<file path="src/rtl/if_stage_pkg.sv">
// Shared types and constants for the instruction-fetch stage.
// Holds the equivalents of the shared bus-width/enable definitions.
// PC_RESET_VAL is the default source for if_stage's RESET_PC.
package if_stage_pkg;

  localparam int INST_ADDR_W = 32;
  localparam int INST_W      = 32;

  typedef logic [INST_ADDR_W-1:0] inst_addr_t;
  typedef logic [INST_W-1:0]      inst_t;

  localparam inst_t      ZERO_WORD    = '0;
  localparam inst_addr_t PC_RESET_VAL = 32'h0000_0000;
  localparam logic       CHIP_ENABLE  = 1'b1;
  localparam logic       CHIP_DISABLE = 1'b0;

  // IF/ID register contents
  typedef struct packed {
    logic       valid;
    inst_addr_t pc;
    inst_t      inst;
  } ifid_t;

  // Redirect that arrived while stalled and is waiting to be applied
  typedef struct packed {
    logic       valid;
    inst_addr_t target;
  } redirect_t;

  // Redirect targets are always word aligned
  function automatic inst_addr_t align_word(inst_addr_t a);
    return {a[INST_ADDR_W-1:2], 2'b00};
  endfunction

endpackage

</file>
<file path="src/rtl/if_stage_if.sv">
// Control, ROM and IF/ID bus of the instruction-fetch stage.
// master = the fetch stage, slave = surrounding pipeline / ROM.
interface if_stage_if;
  import if_stage_pkg::*;

  logic       stall_i;
  logic       flush_i;
  inst_addr_t flush_pc_i;
  logic       branch_flag_i;
  inst_addr_t branch_target_i;
  inst_addr_t rom_addr_o;
  logic       rom_ce_o;
  inst_t      rom_data_i;
  inst_addr_t id_pc_o;
  inst_t      id_inst_o;
  logic       id_valid_o;

  modport master (
    input  stall_i, flush_i, flush_pc_i, branch_flag_i, branch_target_i, rom_data_i,
    output rom_addr_o, rom_ce_o, id_pc_o, id_inst_o, id_valid_o
  );

  modport slave (
    output stall_i, flush_i, flush_pc_i, branch_flag_i, branch_target_i, rom_data_i,
    input  rom_addr_o, rom_ce_o, id_pc_o, id_inst_o, id_valid_o
  );

endinterface

</file>
<file path="src/rtl/if_stage_if_id_reg.sv">
// IF/ID pipeline register: bubble beats hold beats load.
// A bubble clears pc, inst and valid so ID sees a clean nop.
module if_stage_if_id_reg
  import if_stage_pkg::*;
(
  input  logic       clk,
  input  logic       rst_n,
  input  logic       bubble,
  input  logic       hold,
  input  inst_addr_t pc,
  input  inst_t      inst,
  output ifid_t      q
);

  // Capture the fetched instruction unless squashed or stalled
  always_ff @(posedge clk or negedge rst_n) begin
    if (!rst_n)      q <= '{valid: 1'b0, pc: '0, inst: ZERO_WORD};
    else if (bubble) q <= '{valid: 1'b0, pc: '0, inst: ZERO_WORD};
    else if (!hold)  q <= '{valid: 1'b1, pc: pc, inst: inst};
  end

endmodule

</file>
<file path="src/rtl/if_stage.sv">
// Instruction-fetch stage: PC register, ROM enable, pending redirect
// and the IF/ID register. Optional macro BRANCH_DELAY_SLOT_EN keeps the
// instruction in IF on a redirect instead of squashing it.
module if_stage
  import if_stage_pkg::*;
#(
  parameter inst_addr_t RESET_PC = PC_RESET_VAL,
  parameter inst_addr_t PC_STEP  = 32'd4
) (
  input  logic         clk,
  input  logic         rst_n,
  if_stage_if.master   bus
);

  logic       ce;
  inst_addr_t pc;
  redirect_t  pend;
  logic       redir;
  inst_addr_t redir_tgt;
  logic       slot_squash;
  logic       ifid_bubble;
  ifid_t      ifid;

  // Redirect applies only on an enabled, unflushed, unstalled edge; live branch beats pending
  always_comb begin
    redir     = ce && !bus.flush_i && !bus.stall_i && (bus.branch_flag_i || pend.valid);
    redir_tgt = bus.branch_flag_i ? align_word(bus.branch_target_i) : pend.target;
  end

`ifdef BRANCH_DELAY_SLOT_EN
  assign slot_squash = 1'b0;
`else
  assign slot_squash = redir;
`endif

  assign ifid_bubble = !ce || bus.flush_i || slot_squash;

  // ROM enable rises on the first edge after reset release
  always_ff @(posedge clk or negedge rst_n) begin
    if (!rst_n) ce <= CHIP_DISABLE;
    else        ce <= CHIP_ENABLE;
  end

  // PC and pending redirect: flush > stall > redirect > sequential
  always_ff @(posedge clk or negedge rst_n) begin
    if (!rst_n) begin
      pc   <= RESET_PC;
      pend <= '0;
    end else if (ce) begin
      if (bus.flush_i) begin
        pc   <= align_word(bus.flush_pc_i);
        pend <= '0;
      end else if (bus.stall_i) begin
        if (bus.branch_flag_i) pend <= '{valid: 1'b1, target: align_word(bus.branch_target_i)};
      end else if (redir) begin
        pc   <= redir_tgt;
        pend <= '0;
      end else begin
        pc <= pc + PC_STEP;
      end
    end
  end

  if_stage_if_id_reg u_if_id (
    .clk    (clk),
    .rst_n  (rst_n),
    .bubble (ifid_bubble),
    .hold   (bus.stall_i),
    .pc     (pc),
    .inst   (bus.rom_data_i),
    .q      (ifid)
  );

  assign bus.rom_addr_o = pc;
  assign bus.rom_ce_o   = ce;
  assign bus.id_pc_o    = ifid.pc;
  assign bus.id_inst_o  = ifid.inst;
  assign bus.id_valid_o = ifid.valid;

endmodule

</file>
<file path="src/flat_wrapper.sv">
// flat-port wrapper written by rule: the top's interface ports become plain ports
module if_stage_flat import if_stage_pkg::*;
#(
  parameter inst_addr_t RESET_PC = PC_RESET_VAL,
  parameter inst_addr_t PC_STEP  = 32'd4
)
  (clk, rst_n, bus_stall_i, bus_flush_i, bus_flush_pc_i, bus_branch_flag_i, bus_branch_target_i, bus_rom_data_i, bus_rom_addr_o, bus_rom_ce_o, bus_id_pc_o, bus_id_inst_o, bus_id_valid_o);
  if_stage_if bus_i ();
  input  logic clk;
  input  logic rst_n;
  input wire logic [$bits(bus_i.stall_i)-1:0] bus_stall_i;
  input wire logic [$bits(bus_i.flush_i)-1:0] bus_flush_i;
  input wire logic [$bits(bus_i.flush_pc_i)-1:0] bus_flush_pc_i;
  input wire logic [$bits(bus_i.branch_flag_i)-1:0] bus_branch_flag_i;
  input wire logic [$bits(bus_i.branch_target_i)-1:0] bus_branch_target_i;
  input wire logic [$bits(bus_i.rom_data_i)-1:0] bus_rom_data_i;
  output wire logic [$bits(bus_i.rom_addr_o)-1:0] bus_rom_addr_o;
  output wire logic [$bits(bus_i.rom_ce_o)-1:0] bus_rom_ce_o;
  output wire logic [$bits(bus_i.id_pc_o)-1:0] bus_id_pc_o;
  output wire logic [$bits(bus_i.id_inst_o)-1:0] bus_id_inst_o;
  output wire logic [$bits(bus_i.id_valid_o)-1:0] bus_id_valid_o;
  assign bus_i.stall_i = bus_stall_i;
  assign bus_i.flush_i = bus_flush_i;
  assign bus_i.flush_pc_i = bus_flush_pc_i;
  assign bus_i.branch_flag_i = bus_branch_flag_i;
  assign bus_i.branch_target_i = bus_branch_target_i;
  assign bus_i.rom_data_i = bus_rom_data_i;
  assign bus_rom_addr_o = bus_i.rom_addr_o;
  assign bus_rom_ce_o = bus_i.rom_ce_o;
  assign bus_id_pc_o = bus_i.id_pc_o;
  assign bus_id_inst_o = bus_i.id_inst_o;
  assign bus_id_valid_o = bus_i.id_valid_o;
  if_stage #(.RESET_PC(RESET_PC), .PC_STEP(PC_STEP)) u_core (.clk(clk), .rst_n(rst_n), .bus(bus_i));
endmodule
</file>
<file path="config.mk">
export PLATFORM = sky130hd
export DESIGN_NAME = if_stage_flat
export DESIGN_NICKNAME = d
export VERILOG_FILES = /design/src/rtl/if_stage_pkg.sv /design/src/rtl/if_stage_if.sv /design/src/rtl/if_stage_if_id_reg.sv /design/src/rtl/if_stage.sv /design/src/flat_wrapper.sv
export SDC_FILE = /design/constraint.sdc
export NUM_CORES = 1
export LEC_CHECK = 0
export BUFFER_PORTS_ARGS = -buffer_cell sky130_fd_sc_hd__buf_2
export CAP_MARGIN = 40
export CORE_ASPECT_RATIO = 1.75
export CORE_UTILIZATION = 56
export DETAILED_ROUTE_END_ITERATION = 8
export HOLD_SLACK_MARGIN = 0.02
export PLACE_DENSITY = 0.82
export SLEW_MARGIN = 20
export SYNTH_ARGS = -nofsm -noshare
export SYNTH_HDL_FRONTEND = slang
export SYNTH_HIERARCHICAL = 1
export SYNTH_SLANG_ARGS = --single-unit
export TNS_END_PERCENT = 20
</file>
<file path="constraint.sdc">
create_clock -name clk -period 4.1 [get_ports clk]
set_input_delay 0 -clock clk [delete_from_list [all_inputs] [get_ports clk]]
set_output_delay 0 -clock clk [all_outputs]
set_load 0.005 [all_outputs]
</file>
==> results.md, run 1 <==
- Result of the run: finished, final reports clean
- Post-cts resize count: 0
- Average size of a mapped cell: 10.6 um2
- Nature of the critical path endpoint: flop
- Startpoint type of the worst setup path: flop
- Clock edge transition at the registers on the reported setup and hold paths: 0.06 ns
- Violation count after the first detailed-route iteration: around 460
- Clock sink total: 127
- Setup TNS Final: 0 ns
- Max stage delay on crit path: approximately 0.75 ns
- Shortest period the worst path allows: between 2 and 3 ns
- Count of input and output buffers: 192
- Antenna violations before repair: 0
- Unrepaired setup endpoints after global routing: no
- Number of instances in the synthesized netlist: between 600 and 700
- Buffers inserted during post-CTS setup optimization: 0
- Net count of the finished layout: 986
- Post-DRT Antenna Nets: 0
- Antenna cell count: 0
- Share of synthesized area occupied by flip-flops and latches: 0.491
- Signed area change from the synthesized netlist to the final layout: 39.7%
- Power Dens Cells: 410 mW/mm2
- GR Util met2: 0.610
- Most heavily used metal layer in global routing: met2
- Post-detailed-route wirelength per cell: between 15 and 20 um
- Die outline area: about 0.012 mm2
- Min-Delay Path Class: in2async
- Bufs on Longest Clock Path: 2
- Crit Path Category: reg2reg
- Fraction of the cycle the final worst path needs: 0.670
- Netlist cell types: 67
- Yosys reg bits: between 100 and 150
- Via count normalized by instance count: 6.02
- Clock latency on the worst-skew pair: 0.41 ns
- Post-Route Utilization: 0.809
- I/O pin total: ~200
- Count of final max-slew check failures: 0
- Cell with the biggest individual delay on the critical path: dfrtp_1
- Global routing usage on met3: 0.0708
- Cell family with the largest share of critical-path delay: simple AND/OR/NAND/NOR gates
- Drt total wl: around 20000 um
- Die span in x: about 83 um
- Max Cap Viol: 0
- Pin count of the biggest net entering global routing: 66
- Startpoint of the most critical setup path: u_core/bus.rom_ce_o$_DFF_PN0_
- Async set-reset flop share out of synthesis: 1.00
- Overall routing resource usage: 0.340
- Total iterations of the first detailed-routing run: 5
- Global placer's final weighted congestion: approximately 0.86
- Synth warnings: 6
- Slew at the pin closest to its max-slew limit: ~0.86 ns
- CTS tree: yes
- Critical path peak fanout: 28
- H-tree levels: 4
- Number of standard-cell rows in the floorplan: a little over 50
- Congestion Overflow GR: 0
- Peak Freq: roughly 360 MHz
- Via count of the first global-routing pass: roughly 6.3k
- Fin Clk Skew: 0.00834 ns
- Detailed placement HPWL: ~12000 um
- Fraction of layout instances using a drive strength above 1: 0.297
- Number of enable flip-flop cells after synthesis: 0
- First-pass GRT wire length: around 32000 um
- Die span in y: about 140 um
- Global-route met1 utilization: 0.386
- Clock root cell: clkbuf_16
- Worst R2R Start: u_core/bus.rom_ce_o$_DFF_PN0_
- Data arrival time of the critical path: 3.09 ns
- Detailed-route via count: between 6k and 7k
- Starting density of the core: 0.579
- Core region area: about 0.011 mm2
- IR drop worst, VDD: 0.348 mV
- Total buffers and inverters traversed by the critical path: 1
- Relative max-transition margin: 0.427
- Final setup violation count: 0
- Static leakage: ~4.5 nW
- Crit path cell chain: or3b_1 > nor2_8 > a222oi_1 > dlygate4sd3_1 > nand2_1
- Most instantiated flip-flop cell in the synthesis netlist: dfrtp_1
- Number of buffers inserted during clock tree synthesis: 17
- Post-Syn Area: around 0.0065 mm2
- Number of hold buffers added after cts: a little over 90
- CP required: around 4.5 ns
- Final hold violation count: 0
- DRC viols: 0
[power breakdown]
part,leakage (nW),switching [mW],internal (mW),total [mW]
clock network,0.309,0.587,1.03,1.62
registers,1.67,0.136,1.34,1.48
logic,2.57,0.306,0.305,0.611
[cell usage in the layout, fill, tap and decap left out, types with 7 or more instances in the layout]
master           n
nand3_1         14
inv_1           10
and3_1          10
a22o_1          33
dfrtp_1        127
o21ai_0         31
mux2_2          11
buf_4            9
mux2i_1         78
nor2_1          83
a31oi_1          7
a21oi_1         17
nand4_1          9
buf_2          190
nand2_1         30
xor2_1           8
dlygate4sd3_1   92
clkbuf_16       17
[metrics by stage]
stage / cell area, um2 / worst slack [ns] / hold WS, ns / cells / total power, mW
floorplan: 6480 / 2.30 / -0.296 / 615 / 1.76
global placement: 7390 / 1.72 / 0.120 / 900 / 1.99
detailed placement: 7460 / 1.66 / 0.136 / 904 / 2.01
CTS: 9010 / 1.42 / 0.0419 / 1028 / 3.69
global route: 9030 / 1.30 / 0.0706 / 1029 / 3.84
finish: 9030 / 1.35 / 0.0584 / 1029 / 3.71
[logic make-up after synthesis]
| logic type | after synthesis | share of synthesized area |
|---|---|---|
| xor gates and xnor gates | 13 | 0.0176 |
| DFF | 127 | 0.491 |
| and+or+nand+nor | 185 | 0.144 |
| AOI/OAI and AO/OA | 139 | 0.154 |
| adders and majority gates | 1 | 0.00193 |
| muxes | 89 | 0.140 |
| other | 2 | 0.00116 |
| buffers and inverters | 56 | 0.0505 |
[cell type report]
class | count | area [um2]
inverters | 10 | 37.5
repair buffers | 296 | 2020
well taps | 132 | 165
clock inverters | 14 | 208
multi-input cells | 432 | 2990
flip-flops and latches | 127 | 3180
clock buffers | 18 | 429
fillers | 682 | 2130
[state kept, by name, summed over array words and instances (netlist names)]
name,flops
u_core/bus.rom_addr_o,30
u_core/u_if_id/q,65
u_core/bus.rom_ce_o,1
u_core/pend,31
[worst paths after layout]
kind                                                    endpoint  slack, ns  cells after the start
setup / recovery           u_core/bus.rom_addr_o[20]$_DFFE_PN0P_       1.35                      5
hold / removal                  u_core/u_if_id/q[17]$_DFFE_PN0P_       0.06                      2
setup reg to reg           u_core/bus.rom_addr_o[20]$_DFFE_PN0P_       1.35                      5
min in group clk           u_core/bus.rom_addr_o[27]$_DFFE_PN0P_       0.06                      4
max in group asynchronous       u_core/u_if_id/q[53]$_DFFE_PN0P_       3.20                      3
hold reg to reg                      u_core/pend[26]$_DFFE_PN0P_       0.50                      1
[routing by layer]
layer,vias up,share of wire
met1,2993,0.37
met2,363,0.53
li1,2779,-
met5,-,0
met3,57,0.071
met4,0,0.035
[synth_stat cells (2+ instances only)]
master | instances | area, um2
a21oi_1 | 17 | 85.1
a221oi_1 | 5 | 43.8
a22o_1 | 33 | 289
a22oi_1 | 6 | 45.0
a31oi_1 | 7 | 43.8
and2_1 | 3 | 18.8
and3_1 | 10 | 62.6
and3_2 | 3 | 22.5
buf_2 | 9 | 45.0
buf_4 | 5 | 37.5
buf_6 | 4 | 45.0
buf_8 | 5 | 75.1
clkbuf_1 | 22 | 82.6
conb_1 | 2 | 7.51
dfrtp_1 | 127 | 3180
inv_1 | 10 | 37.5
mux2_2 | 11 | 124
mux2i_1 | 78 | 781
nand2_1 | 31 | 116
nand2b_1 | 3 | 18.8
nand3_1 | 14 | 70.1
nand3_2 | 2 | 20.0
nand4_1 | 9 | 56.3
nand4_2 | 2 | 25.0
nor2_1 | 83 | 312
nor2b_1 | 3 | 18.8
nor3_1 | 4 | 20.0
nor3_4 | 2 | 32.5
nor4_1 | 3 | 18.8
o2111ai_1 | 2 | 17.5
o211ai_1 | 4 | 30.0
o21ai_0 | 31 | 155
o21ai_1 | 2 | 10.0
o221ai_1 | 5 | 43.8
o22ai_1 | 5 | 31.3
o311ai_0 | 2 | 17.5
o311ai_1 | 2 | 17.5
o31ai_1 | 6 | 45.0
xnor2_1 | 5 | 43.8
xor2_1 | 8 | 70.1
[worst register-to-register path, stage by stage (launching register included)]
cell and delay (ns):
dfrtp_1 0.75, or3b_1 0.63, nor2_8 0.45, a222oi_1 0.17, dlygate4sd3_1 0.62, nand2_1 0.07
(Power assumes the default switching activity.)
==> run 2: changes to the inputs <==
Settings changed: CORE_UTILIZATION 56 to 47, PLACE_DENSITY 0.82 to 0.73.
Clock period 4.1 ns to 2.4 ns, I/O delays scaled along.
==> run 2 against run 1 <==
  * Clock skew is essentially flat
  * Clock-buffer cell count is the same
  * First-iteration DRC count shrank 32%
  * Register-to-register slack lost 1.1 ns
  * Cell count grew 5.0%
  * Maximum frequency grew 30%
  * Largest cell class unchanged
  * Highest routed layer unchanged
==> results.md, run 2 (synthesized netlist as in run 1, its figures left out) <==
- Result of the run: finished, final reports clean
- Count of final max-slew check failures: 0
- Via count of the first global-routing pass: approximately 6.2k
- Detailed-route via count: ~6k
- Psw: ~1.7 mW
- Source of the worst hold timing path: bus_flush_pc_i[25]
- Post-DRT Antenna Nets: 0
- Post-route non-filler standard cell count: 1080
- Power Dens Cells: between 600 and 700 mW/mm2
- Reg-to-reg endpoint: u_core/bus.rom_addr_o[30]$_DFFE_PN0P_
- Overall power of the completed layout: about 6.0 mW
- Fraction of layout instances using a drive strength above 1: 0.306
- Post-detailed-route wirelength per cell: 18.2 um
- Cell-internal power: 4.27 mW
- Starting density of the core: 0.483
- Static leakage: ~4.6 nW
- Register area: approximately 0.0032 mm2
- CP required: between 2 and 3 ns
- Overall routing resource usage: 0.284
- Max stage delay on crit path: roughly 0.48 ns
- Nature of the critical path endpoint: flop
- Final hold violation count: 0
- Slew at the pin closest to its max-slew limit: around 0.6 ns
- Antenna cell count: 0
- Die outline area: about 0.014 mm2
- DRC viols: 0
- Multi-input gate area: roughly 0.003 mm2
- Unrepaired setup endpoints after global routing: no
- Startpoint type of the worst setup path: flop
- Register with the highest flop count: u_core/u_if_id/q
- Count of input and output buffers: 192
- Logic pwr share: 0.176
- Fraction of the cycle the final worst path needs: 0.879
- Detailed placement HPWL: ~13000 um
- First-pass GRT wire length: roughly 32000 um
- Clock latency on the worst-skew pair: between 0.4 and 0.5 ns
- Number of standard-cell rows in the floorplan: between 50 and 60
- Die span in y: between 150 and 200 um
- Crit path cell chain: ha_1 > nand3_2 > nor3_4 > nand4_2 > a31o_1 > a22o_1
- Die span in x: between 90 and 100 um
- Placed Instances: roughly 960
- Minimum setup slack after placement: ~0.34 ns
- Register share of total power: 0.421
- Pin count of the biggest net entering global routing: 50
- Bufs on Longest Clock Path: 2
- Reg2reg setup slack: just under 0.3 ns
- CTS tree: yes
- Relative max-transition margin: 0.603
- Via count normalized by instance count: about 5.6
- Terminating pin of the worst hold path: u_core/bus.rom_addr_o[25]$_DFFE_PN0P_
- Drt total wl: just under 20000 um
- Filler Cells Inserted: about 1.0k
- Min-Delay Path Class: in2reg
- Cell with the biggest individual delay on the critical path: dfrtp_1
- Data arrival time of the critical path: about 2.4 ns
- Worst R2R Start: u_core/bus.rom_addr_o[3]$_DFFE_PN0P_
- Peak Freq: roughly 470 MHz
- Critical path peak fanout: 10
- Congestion Overflow GR: 0
- Most frequent standard cell in the layout excluding fill and tap cells: buf_2
- Final setup violation count: 0
- Post-route setup slack: ~0.29 ns
- Global placer's final weighted congestion: approximately 0.90
- Total iterations of the first detailed-routing run: 5
- Most frequent cells in the layout: buf_2, dfrtp_1, dlygate4sd3_1, nor2_1, mux2i_1
- Clock edge transition at the registers on the reported setup and hold paths: about 0.06 ns
- IR drop worst, VDD: about 0.49 mV
- Switching part of the total power: 0.286
- I/O pin total: ~200
- Signed area change from the synthesized netlist to the final layout: 40.4%
- Clock root cell: clkbuf_16
- Fin Clk Skew: 0.00786 ns
- Net count of the finished layout: 996
- Clock network fraction of design power: 0.403
- Clock sink total: about 130
- Setup TNS Final: 0 ns
- Core region area: ~0.013 mm2
- Worst Hold Margin: about 0.052 ns
- R2r worst-path depth: 6
- Antenna violations before repair: 0
- Crit Path Category: reg2reg
- Worst hold stages: 5
- Violation count after the first detailed-route iteration: around 310
- Shortest period the worst path allows: roughly 2.1 ns
- H-tree levels: 4
- Max Cap Viol: 0
- Number of buffers inserted during clock tree synthesis: 17
- Flip-flop count of the largest register after layout: 65
==> run 2: cell types whose count changed in the layout (fill, tap and decap cells not counted), sizes merged <==
cell / before / now
bufinv: 4 / 1
clkinvlp: 1 / 3
buf: 204 / 215
dlygate4sd3: 92 / 91
inv: 14 / 11
clkinv: 5 / 8
==> run 2: cell type report <==
class | count | share of cell area
inverters | 10 | 0.00413
clock buffers | 18 | 0.0484
well taps | 174 | 0.0240
multi-input cells | 432 | 0.329
repair buffers | 306 | 0.231
clock inverters | 13 | 0.0128
flip-flops and latches | 127 | 0.350
==> run 2: repair_timing <==
item	CTS	global route
setup buffers	0	0
hold buffers	91	0
resized for setup	0	0
endpoints found under the hold margin	216	0
==> run 2: worst max-delay path: cells and delay by family (launching register included) <==
kind,cells,cell delay (ns)
and+or+nand+nor,3,0.77
DFF,1,0.48
AOI/OAI and AO/OA,2,0.47
adders and majority gates,1,0.26
==> run 2: power by group through the flow <==
stage	clock (mW)	combinational (mW)	sequential, mW
floorplan	0	0.517	2.50
global placement	0	0.887	2.54
detailed placement	0	0.920	2.55
CTS	2.47	1.04	2.51
global route	2.58	1.15	2.54
finish	2.41	1.05	2.52
==> run 2: worst max path at each step <==
stage                                               startpoint                                     to  slack, ns  depth (start not counted)
after floorplan           u_core/bus.rom_addr_o[2]$_DFFE_PN0P_  u_core/bus.rom_addr_o[30]$_DFFE_PN0P_       0.60                          6
after global placement    u_core/bus.rom_addr_o[3]$_DFFE_PN0P_  u_core/bus.rom_addr_o[30]$_DFFE_PN0P_       0.38                          6
after detailed placement  u_core/bus.rom_addr_o[3]$_DFFE_PN0P_  u_core/bus.rom_addr_o[30]$_DFFE_PN0P_       0.34                          6
after CTS                 u_core/bus.rom_addr_o[3]$_DFFE_PN0P_  u_core/bus.rom_addr_o[30]$_DFFE_PN0P_       0.33                          6
after global routing      u_core/bus.rom_addr_o[3]$_DFFE_PN0P_  u_core/bus.rom_addr_o[30]$_DFFE_PN0P_       0.19                          6
final                     u_core/bus.rom_addr_o[3]$_DFFE_PN0P_  u_core/bus.rom_addr_o[30]$_DFFE_PN0P_       0.29                          6
==> run 2: layer usage <==
metal  vias to the layer above  global-route usage  wire (um)
li1                       2792                   -          -
met1                      2932               0.338       7890
met2                       255               0.483       9990
met5                         -                   0          0
met3                        62              0.0435        967
met4                         0               0.169        796
==> run 2: through the flow <==
step,instance area (um2),utilization
6_report,9080,0.679
3_5_place_dp,7620,0.569
3_3_place_gp,7570,0.566
5_1_grt,9080,0.679
2_1_floorplan,6480,-
4_1_cts,9080,0.679
